<file path="src/rtl/crc_append_pkg.sv">
// Shared types and constants for the serial CRC-16 append stage.
// The receive-side checker uses the same definitions.
package crc_append_pkg;

  localparam int CRC_W = 16;
  localparam logic [CRC_W-1:0] CRC_POLY_DEF = 16'h1021;
  localparam logic [CRC_W-1:0] CRC_INIT_DEF = 16'hFFFF;

  typedef enum logic [1:0] {
    IDLE,
    DATA,
    APPEND
  } state_t;

  // Lowest set bit wins when several valids collide.
  function automatic logic [2:0] lowest_set(input logic [7:0] v);
    logic [2:0] idx;
    idx = '0;
    for (int i = 7; i >= 0; i--) begin
      if (v[i]) idx = 3'(i);
    end
    return idx;
  endfunction

endpackage

</file>
<file path="src/rtl/crc16_serial_step.sv">
// One bit of an MSB-first serial CRC update; purely combinational.
module crc16_serial_step
  import crc_append_pkg::*;
#(
  parameter logic [CRC_W-1:0] CRC_POLY = CRC_POLY_DEF
) (
  input  logic [CRC_W-1:0] crc_in,
  input  logic             bit_in,
  output logic [CRC_W-1:0] crc_out
);

  logic fb;

  always_comb begin
    fb      = crc_in[CRC_W-1] ^ bit_in;
    crc_out = {crc_in[CRC_W-2:0], 1'b0} ^ (fb ? CRC_POLY : '0);
  end

endmodule

</file>
<file path="src/rtl/crc_append_stage.sv">
// Forwards one serial frame per channel with one cycle of latency and
// appends its CRC-16 immediately after the last data bit.
module crc_append_stage
  import crc_append_pkg::*;
#(
  parameter logic [CRC_W-1:0] CRC_POLY = CRC_POLY_DEF,
  parameter logic [CRC_W-1:0] CRC_INIT = CRC_INIT_DEF
) (
  input  logic             clk_out16x,
  input  logic             rst_n,
  input  logic [7:0]       data_in_ch,
  input  logic [7:0]       vld_in_ch,
  input  logic             err_clr,
  output logic [7:0]       frame_out_ch,
  output logic [7:0]       frame_vld_ch,
  output logic             busy,
  output logic [15:0]      frame_len,
  output logic             err_onehot,
  output logic             err_overrun
);

  state_t           state, state_d;
  logic [2:0]       ch_q, ch_d, sel_ch;
  logic [CRC_W-1:0] crc, crc_d, step_in, step_out;
  logic [15:0]      bit_cnt, bit_cnt_d, len_d;
  logic [3:0]       crc_cnt, crc_cnt_d;
  logic [7:0]       out_d, vld_d, ch_mask, others;
  logic             step_bit, multi, onehot_set, overrun_set;

  // A frame start in IDLE seeds the step from CRC_INIT instead of the register.
  always_comb begin
    sel_ch   = (state == IDLE) ? lowest_set(vld_in_ch) : ch_q;
    step_in  = (state == IDLE) ? CRC_INIT : crc;
    step_bit = data_in_ch[sel_ch];
    ch_mask  = 8'b1 << ch_q;
    others   = vld_in_ch & ~ch_mask;
    multi    = |(vld_in_ch & (vld_in_ch - 8'd1));
  end

  crc16_serial_step #(.CRC_POLY(CRC_POLY)) u_step (
    .crc_in  (step_in),
    .bit_in  (step_bit),
    .crc_out (step_out)
  );

  always_comb begin
    state_d     = state;
    ch_d        = ch_q;
    crc_d       = crc;
    bit_cnt_d   = bit_cnt;
    crc_cnt_d   = crc_cnt;
    out_d       = '0;
    vld_d       = '0;
    len_d       = frame_len;
    onehot_set  = 1'b0;
    overrun_set = 1'b0;
    case (state)
      IDLE: begin
        if (|vld_in_ch) begin
          ch_d       = sel_ch;
          crc_d      = step_out;
          out_d      = {7'b0, step_bit} << sel_ch;
          vld_d      = 8'b1 << sel_ch;
          bit_cnt_d  = 16'd1;
          onehot_set = multi;
          state_d    = DATA;
        end
      end
      DATA: begin
        if (vld_in_ch[ch_q] && (others == 8'd0)) begin
          crc_d = step_out;
          out_d = {7'b0, step_bit} << ch_q;
          vld_d = ch_mask;
          if (bit_cnt != 16'hFFFF) bit_cnt_d = bit_cnt + 16'd1;
        end else begin
          // First CRC bit goes out on the same edge the frame closes.
          len_d      = bit_cnt;
          out_d      = {7'b0, crc[CRC_W-1]} << ch_q;
          vld_d      = ch_mask;
          crc_d      = {crc[CRC_W-2:0], 1'b0};
          crc_cnt_d  = 4'd1;
          onehot_set = |others;
          state_d    = APPEND;
        end
      end
      APPEND: begin
        out_d       = {7'b0, crc[CRC_W-1]} << ch_q;
        vld_d       = ch_mask;
        crc_d       = {crc[CRC_W-2:0], 1'b0};
        crc_cnt_d   = crc_cnt + 4'd1;
        overrun_set = |vld_in_ch;
        if (crc_cnt == 4'd15) begin
          crc_d   = CRC_INIT;
          state_d = IDLE;
        end
      end
      default: state_d = IDLE;
    endcase
  end

  always_ff @(posedge clk_out16x or negedge rst_n) begin
    if (!rst_n) begin
      state        <= IDLE;
      ch_q         <= '0;
      crc          <= CRC_INIT;
      bit_cnt      <= '0;
      crc_cnt      <= '0;
      frame_out_ch <= '0;
      frame_vld_ch <= '0;
      busy         <= 1'b0;
      frame_len    <= '0;
      err_onehot   <= 1'b0;
      err_overrun  <= 1'b0;
    end else begin
      state        <= state_d;
      ch_q         <= ch_d;
      crc          <= crc_d;
      bit_cnt      <= bit_cnt_d;
      crc_cnt      <= crc_cnt_d;
      frame_out_ch <= out_d;
      frame_vld_ch <= vld_d;
      busy         <= (state_d != IDLE);
      frame_len    <= len_d;
      err_onehot   <= err_clr ? 1'b0 : (err_onehot | onehot_set);
      err_overrun  <= err_clr ? 1'b0 : (err_overrun | overrun_set);
    end
  end

endmodule

</file>
<file path="config.mk">
export PLATFORM = sky130hd
export DESIGN_NAME = crc_append_stage
export DESIGN_NICKNAME = d
export VERILOG_FILES = /design/src/rtl/crc_append_pkg.sv /design/src/rtl/crc16_serial_step.sv /design/src/rtl/crc_append_stage.sv
export SDC_FILE = /design/constraint.sdc
export NUM_CORES = 1
export LEC_CHECK = 0
export ABC_AREA = 1
export CAP_MARGIN = 20
export CORE_MARGIN = 1.5
export CORE_UTILIZATION = 50
export DETAILED_ROUTE_END_ITERATION = 16
export MAX_ROUTING_LAYER = met4
export PLACE_DENSITY = 0.79
export SYNTH_ARGS = -nofsm -noshare
export SYNTH_HDL_FRONTEND = slang
export SYNTH_SLANG_ARGS = --single-unit
</file>
<file path="constraint.sdc">
create_clock -name clk_out16x -period 2.3 [get_ports clk_out16x]
set_clock_uncertainty 0.1 [all_clocks]
set_input_delay 0.575 -clock clk_out16x [delete_from_list [all_inputs] [get_ports clk_out16x]]
set_output_delay 0.575 -clock clk_out16x [all_outputs]
set_load 0.01 [all_outputs]
</file>
==> results.sh, run 1 <==
export IMPL_outcome="complete, no violations"
export IMPL_total_power_mw=7.67
export IMPL_setup_viol=0
export IMPL_p_leak_nw=2.78
export IMPL_die_w_um=95.0
export IMPL_period_share_pct=98.2
export IMPL_finalMaxSlewViolations=0
export IMPL_cts_clk_slew_worst_paths_ns=0.10
export IMPL_cp_slowest_stage_delay_ns=0.45
export IMPL_yosysTopAreaCell="dfrtp_1"
export IMPL_irDropWorstVdd_uv=634
export IMPL_dp_cells=760
export IMPL_crit_path_top_delay_cell="dfrtp_2"
export IMPL_core_um2=8220
export IMPL_ant_nets=0
export IMPL_ys_async_sr_fraction_pct=100
export IMPL_synth_enable_flop_cells=0
export IMPL_ys_flop_type="dfrtp_1"
export IMPL_sw_frac_of_total_pct=44.4
export IMPL_multiInputGateArea_um2=2240
export IMPL_path_cells="inv_2 > nand2_2 > inv_2 > nand2_2 > nand2_1 > o21ai_1 > nor4_4 > nand2_2 > nand2_4 > nand2_4 > buf_4 > buf_4 > o31ai_1"
export IMPL_postLayoutCoreUtil_pct=73.3
export IMPL_cp_arrival_ns=2.42
export IMPL_start_util_pct=51.5
export IMPL_antenna_cells=0
export IMPL_netlist_area_um2=4230
export IMPL_synthesis_instances=547
export IMPL_grt_pass1_vias=4256
export IMPL_placed_cell_area_um2=5360
export IMPL_max_freq_mhz=443
export IMPL_worstSkewPairLatency_ns=0.37
export IMPL_fillCellCount=592
export IMPL_min_path_type="flop to flop"
export IMPL_ys_ff_latch=76
export IMPL_dieArea_um2=9020
export IMPL_area_growth_pct=42.4
export IMPL_drtIter0Drc=370
export IMPL_portBuffers=53
export IMPL_totalWireLength_um=12400
export IMPL_endpoint_kind="flop"
export IMPL_crit_family="simple AND/OR/NAND/NOR gates"
export IMPL_cts_tree="yes"
export IMPL_final_cell_area_um2=6030
export IMPL_synth_top_cell_area_share_pct=35.5
export IMPL_drcViolationCount=0
export IMPL_htree_num_levels=3
export IMPL_hold_slack_ns=0.389
export IMPL_finalNetCount=715
export IMPL_max_clock_path_buffers=2
export IMPL_antenna_found_initial=0
export IMPL_ys_warn_count=0
export IMPL_cap_violations=0
export IMPL_crit_path_max_fanout=5
export IMPL_timing_final_ws_setup_ns=0.0423
export IMPL_dp_final_hpwl_um=8230
export IMPL_power_density_nw_per_um2=1270
export IMPL_grt_overflow=0
export IMPL_rsz0062_at_grt="true"
export IMPL_root_buffer="clkbuf_8"
export IMPL_track_usage_pct=28.9
export IMPL_ios=54
export IMPL_share_seq_of_total_power_pct=27.6
export IMPL_avgSynthCellArea_um2=7.73
export IMPL_num_rows=33
export IMPL_cts_buffers=9
export IMPL_die_height_um=95.0
export IMPL_relSlewSlack_pct=69.3
export IMPL_cts_num_sinks=76
export IMPL_path_buf_inv=4
export IMPL_power_frac_comb_pct=58.0
export IMPL_drive_gt1_share_pct=31.7
export IMPL_finalCriticalPeriod_ns=2.26
export IMPL_clkPwrFrac_pct=14.4
export IMPL_synth_most_common_cell="nand2_1"
export IMPL_synth_area_leaders="dfrtp_1 35%, dfstp_2 9.9%, nand2_1 8.7%"
export IMPL_yosysUniqueCellTypes=40
export IMPL_crit_top_cell="nand2_2"
export IMPL_grt_pass1_wl_um=19600
export IMPL_max_slew_worst_pin_slew_ns=0.459
export IMPL_drt_first_pass_iters=5
export IMPL_final_hold_violation_count=0
export IMPL_grt_max_degree=60
export IMPL_setup_tns_ns=0
export IMPL_gp_congestion=0.920
export IMPL_fin_cells=799
export IMPL_synthesis_nets=573
export IMPL_post_drt_wl_per_cell_um=15.5
export IMPL_crit_type="flop to flop"
export IMPL_register_area_um2=1930
export IMPL_seq_area_frac_synth_pct=45.4
export IMPL_vias_per_cell=5.59
export IMPL_critPathLaunchType="flop"
export IMPL_p_int_mw=4.27
export IMPL_critPathRequiredTime_ns=2.46
export IMPL_power_switching_mw=3.40
export IMPL_synth_commonest_cells="98 x nand2_1, 68 x inv_1, 62 x a21oi_1"
export IMPL_detailedPlace_worstSlack_ns=-0.693
export IMPL_vias=4463
worst register-to-register path, delay by kind of cell, from the launching register on:
| kind | cells | cell delay, ns |
|---|---|---|
| AOI/OAI and AO/OA | 2 | 0.35 |
| buffers and inverters | 4 | 0.46 |
| DFF | 1 | 0.45 |
| and+or+nand+nor | 7 | 0.79 |
power groups by stage:
stage | Clock (mW) | Sequential (mW) | Combinational [mW]
after floorplan | 0 | 2.10 | 2.12
after global placement | 0 | 2.09 | 3.43
after detailed placement | 0 | 2.11 | 3.53
after CTS | 1.10 | 2.09 | 3.89
after global routing | 1.17 | 2.15 | 4.82
final | 1.11 | 2.12 | 4.45
layout make-up:
type	count	share of cell area, %
Clock buffer	9	2.06
Clock inverter	7	1.37
Inverter	71	4.44
Multi-Input combinational cell	384	37.2
Sequential cell	76	32.0
Tap cell	105	2.18
Timing Repair Buffer	147	20.8
cells in the final DEF (no fill, tap or decap), drive strengths merged, types with 6 or more instances in the layout:
cell type,netlist,routed
ha,7,7
nand4,7,7
nand2,103,103
clkbuf,10,10
nand3,40,40
dfrtp,60,60
a21oi,62,62
dfstp,16,16
inv,70,73
dlygate4sd2,0,6
buf,7,94
xor2,8,8
o21ai,52,53
a31oi,6,6
nor2,62,62
nor3,9,9
clkdlybuf4s50,0,44
flip-flops by register name, summed over array words and instances, names as in the netlist:
signal / cells
bit_cnt: 16
crc: 16
frame_len: 16
frame_out_ch: 8
frame_vld_ch: 8
crc_cnt: 4
ch_q: 3
state: 2
busy: 1
err_onehot: 1
err_overrun: 1
what timing repair did:
action                                  CTS  global route
endpoints found under the setup margin   41            58
hold buffers                              1             0
pin swaps                                11            25
gates resized for setup                  40            71
buffers inserted                         12             9
hold endpoints to repair                 17             0
cloned                                    1             0
cells by family (layout without fill, tap and decap cells):
family | Yosys count | in the layout | share of synthesized area (%)
muxes | 3 | 3 | 0.799
buffers and inverters | 88 | 234 | 8.40
xor gates and xnor gates | 8 | 8 | 1.66
and+or+nand+nor | 231 | 231 | 24.7
AOI/OAI and AO/OA | 134 | 135 | 16.9
adders and majority gates | 7 | 7 | 2.07
DFF | 76 | 76 | 45.4
layer usage:
metal	up-vias	track usage, %	part of all wire [%]
met1	2127	35.2	41
met5	-	-	0
met4	0	12.9	3.2
li1	2110	-	-
met3	46	4.99	5.0
met2	180	47.0	51
worst paths after layout:
path,startpoint,endpoint,slack [ns],cells after the start
worst max-delay path,ch_q[0]$_DFFE_PN0P_,bit_cnt[14]$_DFFE_PN0P_,0.04,13
worst min-delay path,frame_len[2]$_DFFE_PN0P_,frame_len[2]$_DFFE_PN0P_,0.39,2
worst max register to register,ch_q[0]$_DFFE_PN0P_,bit_cnt[14]$_DFFE_PN0P_,0.04,13
worst min register to register,frame_len[2]$_DFFE_PN0P_,frame_len[2]$_DFFE_PN0P_,0.39,2
max in group asynchronous,rst_n,crc[4]$_DFFE_PN1P_,0.96,3
min in group asynchronous,rst_n,frame_out_ch[4]$_DFF_PN0_,0.51,2
Note: power is estimated with default switching activity, not from simulation.
==> run 2: changes to the inputs <==
Settings changed: SKIP_LAST_GASP set to 1.
==> run 2 against run 1 <==
  * Global-route usage unchanged
  * Cell count unchanged
  * Core utilization shrank 0.076 points
  * Largest cell class unchanged
  * Highest routed layer unchanged
==> results.sh, run 2 (same netlist as run 1, synthesis figures left out) <==
export IMPL_track_usage_pct=28.9
export IMPL_drive_gt1_share_pct=31.4
export IMPL_finalMaxSlewViolations=0
export IMPL_grt_pass1_wl_um=19600
export IMPL_critPathLaunchType="flop"
export IMPL_finalCriticalPeriod_ns=2.25
export IMPL_vias_per_cell=5.59
export IMPL_clkPwrFrac_pct=14.4
export IMPL_cts_num_sinks=76
export IMPL_drcViolationCount=0
export IMPL_cap_violations=0
export IMPL_start_util_pct=51.5
export IMPL_endpoint_kind="flop"
export IMPL_final_cell_mix="88 x buf_4, 85 x nand2_1, 57 x dfrtp_1"
export IMPL_die_height_um=95.0
export IMPL_cts_clk_slew_worst_paths_ns=0.09
export IMPL_totalWireLength_um=12500
export IMPL_cts_buffers=9
export IMPL_grt_overflow=0
export IMPL_drtIter0Drc=385
export IMPL_power_density_nw_per_um2=1270
export IMPL_power_frac_comb_pct=58.0
export IMPL_drt_first_pass_iters=5
export IMPL_rsz0062_at_grt="true"
export IMPL_num_rows=33
export IMPL_critPathRequiredTime_ns=2.46
export IMPL_root_buffer="clkbuf_8"
export IMPL_crit_path_max_fanout=5
export IMPL_busiest_layer="met2"
export IMPL_register_area_um2=1930
export IMPL_core_um2=8220
export IMPL_crit_type="flop to flop"
export IMPL_max_clock_path_buffers=2
export IMPL_finalNetCount=715
export IMPL_share_seq_of_total_power_pct=27.6
export IMPL_grt_max_degree=60
export IMPL_max_freq_mhz=444
export IMPL_dp_cells=760
export IMPL_htree_num_levels=3
export IMPL_ios=54
export IMPL_reg_largest_list="bit_cnt x16, crc x16, frame_len x16"
export IMPL_p_leak_nw=2.77
export IMPL_portBuffers=53
export IMPL_power_switching_mw=3.39
export IMPL_setup_viol=0
export IMPL_grt_util_met2_pct=47.0
export IMPL_area_growth_pct=42.3
export IMPL_p_int_mw=4.26
export IMPL_grt_use_met3_pct=4.99
export IMPL_final_common_cell="buf_4"
export IMPL_dp_final_hpwl_um=8230
export IMPL_fin_cells=799
export IMPL_outcome="complete, no violations"
export IMPL_relSlewSlack_pct=69.1
export IMPL_dieArea_um2=9020
export IMPL_grt_pass1_vias=4256
export IMPL_cp_arrival_ns=2.42
export IMPL_antenna_cells=0
export IMPL_worstSkewPairLatency_ns=0.37
export IMPL_ant_nets=0
export IMPL_final_hold_violation_count=0
export IMPL_antenna_found_initial=0
export IMPL_fillCellCount=593
export IMPL_multiInputGateArea_um2=2230
export IMPL_vias=4468
export IMPL_final_cell_area_um2=6020
export IMPL_post_drt_wl_per_cell_um=15.6
export IMPL_max_slew_worst_pin_slew_ns=0.462
export IMPL_period_share_pct=98.0
export IMPL_cts_tree="yes"
export IMPL_use_met1_pct=35.2
export IMPL_setup_tns_ns=0
export IMPL_gp_congestion=0.920
export IMPL_sw_frac_of_total_pct=44.3
export IMPL_min_path_type="flop to flop"
export IMPL_placed_cell_area_um2=5360
export IMPL_irDropWorstVdd_uv=634
export IMPL_die_w_um=95.0
[run 2: cell counts in the layout (fill, tap and decap cells not counted)]
Identical to the previous run, type by type.
[run 2: layout make-up]
cell class / count / area share (%)
multi-input combinational: 384 / 37.1
tap: 105 / 2.18
sequential: 76 / 32.0
timing repair buffer: 147 / 20.8
clock buffer: 9 / 2.06
inverter: 71 / 4.45
clock inverter: 7 / 1.37
[run 2: path summary, 6_finish.rpt]
path	from	end	slack, ns	cells past startpoint
max in group asynchronous	rst_n	crc[4]$_DFFE_PN1P_	0.97	3
worst max register to register	ch_q[0]$_DFFE_PN0P_	bit_cnt[14]$_DFFE_PN0P_	0.05	13
worst max-delay path	ch_q[0]$_DFFE_PN0P_	bit_cnt[14]$_DFFE_PN0P_	0.05	13
worst min register to register	frame_len[2]$_DFFE_PN0P_	frame_len[2]$_DFFE_PN0P_	0.39	2
min in group asynchronous	rst_n	frame_out_ch[4]$_DFF_PN0_	0.51	2
worst min-delay path	frame_len[2]$_DFFE_PN0P_	frame_len[2]$_DFFE_PN0P_	0.39	2
[run 2: power groups by stage]
stage	clock [mW]	combinational (mW)	sequential, mW
2_1_floorplan	0	2.12	2.10
3_3_place_gp	0	3.43	2.09
3_5_place_dp	0	3.53	2.11
4_1_cts	1.10	3.89	2.09
5_1_grt	1.17	4.81	2.15
6_report	1.10	4.44	2.11
[run 2: through the flow]
stage	hold slack (ns)	utilization [%]	setup WS [ns]	total power [mW]
after global routing	0.414	73.3	-0.0842	8.13
after global placement	0.356	65.2	-0.646	5.51
after detailed placement	0.361	65.2	-0.693	5.64
after CTS	0.393	70.2	0.000783	7.08
final	0.390	73.3	0.0455	7.65
after floorplan	0.179	-	0.0422	4.22
[run 2: per-layer routing]
layer	share of wire [%]	wire length, um	vias to the layer above
met1	40	5040	2138
met3	5.4	670	49
li1	-	-	2111
met2	51	6340	170
met4	3.2	402	0
met5	0	0	-
[run 2: repair_timing]
item,in CTS,in global routing
setup endpoints to repair,41,58
gates resized for setup,40,67
gates cloned,1,0
buffers inserted,12,9
pin swaps,11,25
hold endpoints to repair,17,0
hold buffers,1,0
[run 2: critical path: stages, from the launching register on]
cell and delay (ns):
dfrtp_2 0.44, inv_2 0.07, nand2_2 0.08, inv_2 0.08, nand2_2 0.06, nand2_1 0.06
o21ai_1 0.09, nor4_4 0.27, nand2_2 0.14, nand2_4 0.11, nand2_4 0.07, buf_4 0.15
buf_4 0.15, o31ai_1 0.26
==> run 3: changes to the inputs <==
Settings changed: SLEW_MARGIN set to 20.
==> results of run 3 <==
Same layout as run 2: the final DEF is identical, and so are final timing and power.
